==> config.mk <==
export PLATFORM = sky130hd
export DESIGN_NAME = slow_clk_monitor
export DESIGN_NICKNAME = d
export VERILOG_FILES = /design/src/rtl/clk_mon_pkg.sv /design/src/rtl/edge_sync.sv /design/src/rtl/slow_clk_monitor.sv
export SDC_FILE = /design/constraint.sdc
export NUM_CORES = 1
export LEC_CHECK = 0
export ABC_CLOCK_PERIOD_IN_PS = 3950
export CAP_MARGIN = 30
export CORE_UTILIZATION = 50
export DETAILED_ROUTE_END_ITERATION = 10
export GPL_TIMING_DRIVEN = 1
export PLACE_DENSITY = 0.71
export SLEW_MARGIN = 25
export SYNTH_ARGS = -nofsm -noshare
export SYNTH_HDL_FRONTEND = slang
export SYNTH_SLANG_ARGS = --single-unit
==> constraint.sdc <==
create_clock -name clk_100MHz -period 3.95 [get_ports clk_100MHz]
set_clock_uncertainty 0.05 [all_clocks]
set_input_delay 1.185 -clock clk_100MHz [delete_from_list [all_inputs] [get_ports clk_100MHz]]
set_output_delay 1.185 -clock clk_100MHz [all_outputs]
set_load 0.05 [all_outputs]
==> src/rtl/clk_mon_pkg.sv <==
// Shared definitions for the slow-clock monitor: FSM state encoding and lock threshold.
package clk_mon_pkg;

    localparam logic [1:0] IDLE    = 2'd0;
    localparam logic [1:0] MEASURE = 2'd1;
    localparam logic [1:0] STALL   = 2'd2;

    typedef enum logic [1:0] {
        S_IDLE    = IDLE,
        S_MEASURE = MEASURE,
        S_STALL   = STALL
    } state_t;

    localparam logic [1:0] LOCK_COUNT = 2'd3;

endpackage

==> src/rtl/edge_sync.sv <==
// Two-flop synchronizer for an asynchronous slow input plus rising-edge detect.
module edge_sync (
    input  logic clk_100MHz,
    input  logic reset_n,
    input  logic d_async,
    output logic rise
);

    logic sync1_q;
    logic sync2_q;
    logic prev_q;

    // Synchronizer chain and previous-value register
    always_ff @(posedge clk_100MHz) begin
        if (!reset_n) begin
            sync1_q <= 1'b0;
            sync2_q <= 1'b0;
            prev_q  <= 1'b0;
        end else begin
            sync1_q <= d_async;
            sync2_q <= sync1_q;
            prev_q  <= sync2_q;
        end
    end

    assign rise = sync2_q & ~prev_q;

endmodule

==> src/rtl/slow_clk_monitor.sv <==
// Slow-clock monitor: one-cycle tick per input rising edge, period measurement,
// tolerance check, stall detection and lock status, all in the clk_100MHz domain.
module slow_clk_monitor
    import clk_mon_pkg::*;
#(
    parameter int unsigned PERIOD_NOM = 100_000_000,
    parameter int unsigned TOL        = 1_000_000,
    parameter int unsigned TIMEOUT    = 200_000_000,
    parameter int unsigned CNT_W      = 28
) (
    input  logic             clk_100MHz,
    input  logic             reset_n,
    input  logic             clk_slow_in,
    output logic             tick,
    output logic [CNT_W-1:0] period,
    output logic             period_valid,
    output logic             in_range,
    output logic             stalled,
    output logic             locked
);

    localparam logic [CNT_W-1:0] CNT_ONE  = CNT_W'(1);
    localparam logic [CNT_W-1:0] CNT_ZERO = CNT_W'(0);
    localparam logic [CNT_W-1:0] CNT_MAX  = CNT_W'(TIMEOUT - 1);
    // One extra bit so PERIOD_NOM+TOL cannot wrap against a CNT_W-bit period.
    localparam logic [CNT_W:0] RANGE_LO =
        (PERIOD_NOM > TOL) ? (CNT_W+1)'(PERIOD_NOM - TOL) : (CNT_W+1)'(0);
    localparam logic [CNT_W:0] RANGE_HI = (CNT_W+1)'(PERIOD_NOM + TOL);

    logic             rise_s;
    state_t           state_q, state_d;
    logic [CNT_W-1:0] cnt_q, cnt_d;
    logic [1:0]       good_q, good_d;
    logic             tick_q, tick_d;
    logic [CNT_W-1:0] period_q, period_d;
    logic             pvalid_q, pvalid_d;
    logic             in_range_q, in_range_d;
    logic             stalled_q, stalled_d;
    logic             locked_q, locked_d;

    logic [CNT_W-1:0] period_meas_s;
    logic             hit_s;
    logic [1:0]       good_inc_s;
    logic [1:0]       good_next_s;

    edge_sync u_edge_sync (
        .clk_100MHz (clk_100MHz),
        .reset_n    (reset_n),
        .d_async    (clk_slow_in),
        .rise       (rise_s)
    );

    assign period_meas_s = cnt_q + CNT_ONE;
    assign hit_s         = ({1'b0, period_meas_s} >= RANGE_LO) &&
                           ({1'b0, period_meas_s} <= RANGE_HI);
    assign good_inc_s    = (good_q == LOCK_COUNT) ? good_q : good_q + 2'd1;
    assign good_next_s   = hit_s ? good_inc_s : 2'd0;

    // Next-state and output decode
    always_comb begin
        state_d    = state_q;
        cnt_d      = cnt_q;
        good_d     = good_q;
        tick_d     = 1'b0;
        period_d   = period_q;
        pvalid_d   = 1'b0;
        in_range_d = in_range_q;
        stalled_d  = stalled_q;
        locked_d   = locked_q;
        case (state_q)
            S_IDLE: begin
                if (rise_s) begin
                    tick_d  = 1'b1;
                    cnt_d   = CNT_ZERO;
                    state_d = S_MEASURE;
                end else begin
                    state_d = S_IDLE;
                end
            end
            S_MEASURE: begin
                // An edge takes priority over a timeout in the same cycle.
                if (rise_s) begin
                    tick_d     = 1'b1;
                    period_d   = period_meas_s;
                    pvalid_d   = 1'b1;
                    in_range_d = hit_s;
                    cnt_d      = CNT_ZERO;
                    good_d     = good_next_s;
                    locked_d   = (good_next_s == LOCK_COUNT);
                end else if (cnt_q == CNT_MAX) begin
                    state_d   = S_STALL;
                    stalled_d = 1'b1;
                    locked_d  = 1'b0;
                    good_d    = 2'd0;
                    cnt_d     = CNT_ZERO;
                end else begin
                    cnt_d = cnt_q + CNT_ONE;
                end
            end
            S_STALL: begin
                if (rise_s) begin
                    tick_d    = 1'b1;
                    stalled_d = 1'b0;
                    cnt_d     = CNT_ZERO;
                    state_d   = S_MEASURE;
                end else begin
                    state_d = S_STALL;
                end
            end
            default: begin
                state_d = S_IDLE;
            end
        endcase
    end

    // State and output registers
    always_ff @(posedge clk_100MHz) begin
        if (!reset_n) begin
            state_q    <= S_IDLE;
            cnt_q      <= CNT_ZERO;
            good_q     <= 2'd0;
            tick_q     <= 1'b0;
            period_q   <= CNT_ZERO;
            pvalid_q   <= 1'b0;
            in_range_q <= 1'b0;
            stalled_q  <= 1'b0;
            locked_q   <= 1'b0;
        end else begin
            state_q    <= state_d;
            cnt_q      <= cnt_d;
            good_q     <= good_d;
            tick_q     <= tick_d;
            period_q   <= period_d;
            pvalid_q   <= pvalid_d;
            in_range_q <= in_range_d;
            stalled_q  <= stalled_d;
            locked_q   <= locked_d;
        end
    end

    assign tick         = tick_q;
    assign period       = period_q;
    assign period_valid = pvalid_q;
    assign in_range     = in_range_q;
    assign stalled      = stalled_q;
    assign locked       = locked_q;

endmodule

==> results.md <==
- Slew headroom: 41.9%
- Synth cell types: 62
- Finished Layout Cells: 567
- Die span in x: 89.2 µm
- Routability congestion estimate from global placement: 0.924
- DRC Markers: 0
- Area contributors post-synth: dfxtp_1 (36%), xnor2_1 (4.4%), nand2_1 (3.9%)
- Sequential area share after synthesis: 35.8%
- First-pass GRT wire length: 15100 µm
- CTS root buffer: clkbuf_8
- Worst-path cell chain: ha_1 -> nand3_4 -> nor2_1 -> nand3_1 -> nor4_2 -> nor2_1 -> nand2_1 -> buf_4 -> o21ai_0 -> a21oi_1 -> nor2_1
- Top-area cell type share of the netlist area: 35.8%
- DIE HEIGHT: 89.2 µm
- Total track usage: 25.1%
- Most frequent cell after synthesis: dfxtp_1
- Synth Cell Area: 3800 µm²
- Critical Path Max Stage Delay: 0.53 ns
- Fill cell count: 695
- CTS tree: done
- Core area: 7290 µm²
- Crit-path max FO: 33
- Setup violations, final: 0
- Worst setup margin: 0.738 ns
- Unrepaired setup endpoints after global routing: no
- Crit path kind: flop to flop
- Worst Tran Pin Value: 0.868 ns
- Io pins: 36
- WP data required: 4.13 ns
- Critical path buffers and inverters: 1
- WP data arrival: 3.39 ns
- Vias in the first global route: 3052
- Layout Nets: 467
- Cell Rows: 31
- Synth area leader: dfxtp_1
- Post-CTS setup buffers: 0
- Placed cells: 551
- Slowest CP cell: nor4_2
- Initial antenna violation count: 0
- Synth async-reset ratio: 0%
- Static leakage: 0.00156 µW
- Top cells by count, synth: dfxtp_1 (68), nand2_1 (40), nor2_1 (35)
- Worst-Skew Late Latency: 0.35 ns
- Reg clk slew, reported paths: 0.08 ns
- Status: finished, final reports clean
- Fin. Hold Viols: 0
- DPL Wire Length: 6190 µm
- Final Util: 58.8%
- Area grow syn2layout: 12.8%
- Drt initial violations: 158
- Hold Buf Count CTS: 0
- CP delay by family, top: simple AND/OR/NAND/NOR gates
- Total routed wirelength: 9070 µm
- EDFF count, synth: 0
- Synth Register Bits: 68
- Via/cell ratio: 5.78
- Grt ovf: 0
- Fin area: 4290 µm²
- Pin count of the biggest net entering global routing: 34
- Count of final max-slew check failures: 0
- Power Density: 332 nW/µm²
- CTS H-tree lvls: 3
- Crit. End Element: flop
- Gate count after technology mapping: 451
- Setup TNS Final: 0 ns
- Post-synth net total: 455
- Clock sinks: 68
- Die area: 7960 µm²
- Worst-case clock buffer depth: 2
- Minimum clock period: 3.21 ns
- Tcrit/Tclk final: 81.3%
- MaxCap Viol Count: 0
- Crit path top cell by count: nor2_1
- Avg WL per Cell: 16.0 µm
- Place WS: 0.842 ns
- Yosys warnings: 0
- Port buffer count: 35
- Hold/Removal Path Class: flop to flop
- Ys flop type: dfxtp_1
- Dpl cell area: 4070 µm²
- CTS Buf Count: 9
- Max IR drop VDD: 0.188 mV
- Initial Util: 52.2%
- Share of layout cells above drive strength 1: 8.97%
- Mean Syn Cell Area: 8.43 µm²
- Antenna Nets Post-Route: 0
- Vias: 3278
- Max Freq: 311 MHz
- Critical Path Start Type: flop
- ANT cells: 0
- DR pass1 iterations: 4
- Post_cts resized: 0
## flip-flops by register name, summed over array words and instances, names as in the netlist
signal               cells
state_q                  2
in_range                 1
tick                     1
period_valid             1
good_q                   2
u_edge_sync.sync1_q      1
stalled                  1
u_edge_sync.sync2_q      1
cnt_q                   28
u_edge_sync.prev_q       1
period                  28
locked                   1
## cells by family after synthesis
| group | after synthesis | synth area share (%) |
|---|---|---|
| XOR/XNOR | 28 | 6.45 |
| AO/OA/AOI/OAI | 113 | 20.1 |
| flip-flops | 68 | 35.8 |
| adder cells (fa/ha/maj) | 1 | 0.329 |
| AND/OR/NAND/NOR | 193 | 29.1 |
| buffers and inverters | 46 | 7.73 |
| multiplexers | 2 | 0.526 |
## cell type report
| cell class | instances | area [µm²] | share of cell area (%) |
|---|---|---|---|
| Inverter | 4 | 15.0 | 0.350 |
| Clock inverter | 7 | 98.8 | 2.30 |
| Timing Repair Buffer | 43 | 410 | 9.57 |
| Clock buffer | 9 | 124 | 2.89 |
| Sequential cell | 68 | 1360 | 31.7 |
| Multi-Input combinational cell | 337 | 2160 | 50.3 |
| Tap cell | 99 | 124 | 2.89 |
## report_power, final
part           switching, µW  total [µW]  internal [µW]
logic                   53.9        79.4           25.5
clock network            291         649            358
registers               4.43         695            691
## layout by cell type, fill, tap and decap left out, types with 4 or more instances in the layout
cell and n:
and4_1 6, nor2b_1 20, nand3_1 13, a22oi_1 5, xnor2_1 19, nor4_1 5
and2_1 11, nor3_1 17, buf_4 8, a211oi_1 12, a31oi_1 5, nor3b_1 4
nor2_1 34, dfxtp_1 68, nand4_1 12, o211a_1 15, a21oi_1 23, clkbuf_8 9
xor2_1 9, nand2_1 40, clkdlybuf4s50_1 35, o21ai_0 30, and3_1 9
## stage by stage
| stage | total power (µW) | hold WS, ns |
|---|---|---|
| finish | 1420 | 0.393 |
| global route | 1470 | 0.423 |
| CTS | 1430 | 0.393 |
| detailed placement | 791 | 0.373 |
| global placement | 789 | 0.371 |
| floorplan | 765 | 0.362 |
## final timing paths
kind | start | end | slack [ns] | cells after the start
max reg2reg | cnt_q[0]$_SDFFE_PN0P_ | cnt_q[2]$_SDFFE_PN0P_ | 0.74 | 11
max | cnt_q[0]$_SDFFE_PN0P_ | cnt_q[2]$_SDFFE_PN0P_ | 0.74 | 11
min reg2reg | u_edge_sync.sync1_q$_SDFF_PN0_ | u_edge_sync.sync2_q$_SDFF_PN0_ | 0.39 | 1
min | u_edge_sync.sync1_q$_SDFF_PN0_ | u_edge_sync.sync2_q$_SDFF_PN0_ | 0.39 | 1
## per-layer routing
metal	vias to the layer above	GRT usage [%]	part of all wire [%]	routed length, µm
li1	1643	-	-	-
met1	1513	32.5	47	4240
met2	103	39.8	47	4220
met3	19	4.34	4.6	414
met4	0	13.4	2.2	197
met5	-	0	0	0
(Power assumes the default switching activity.)
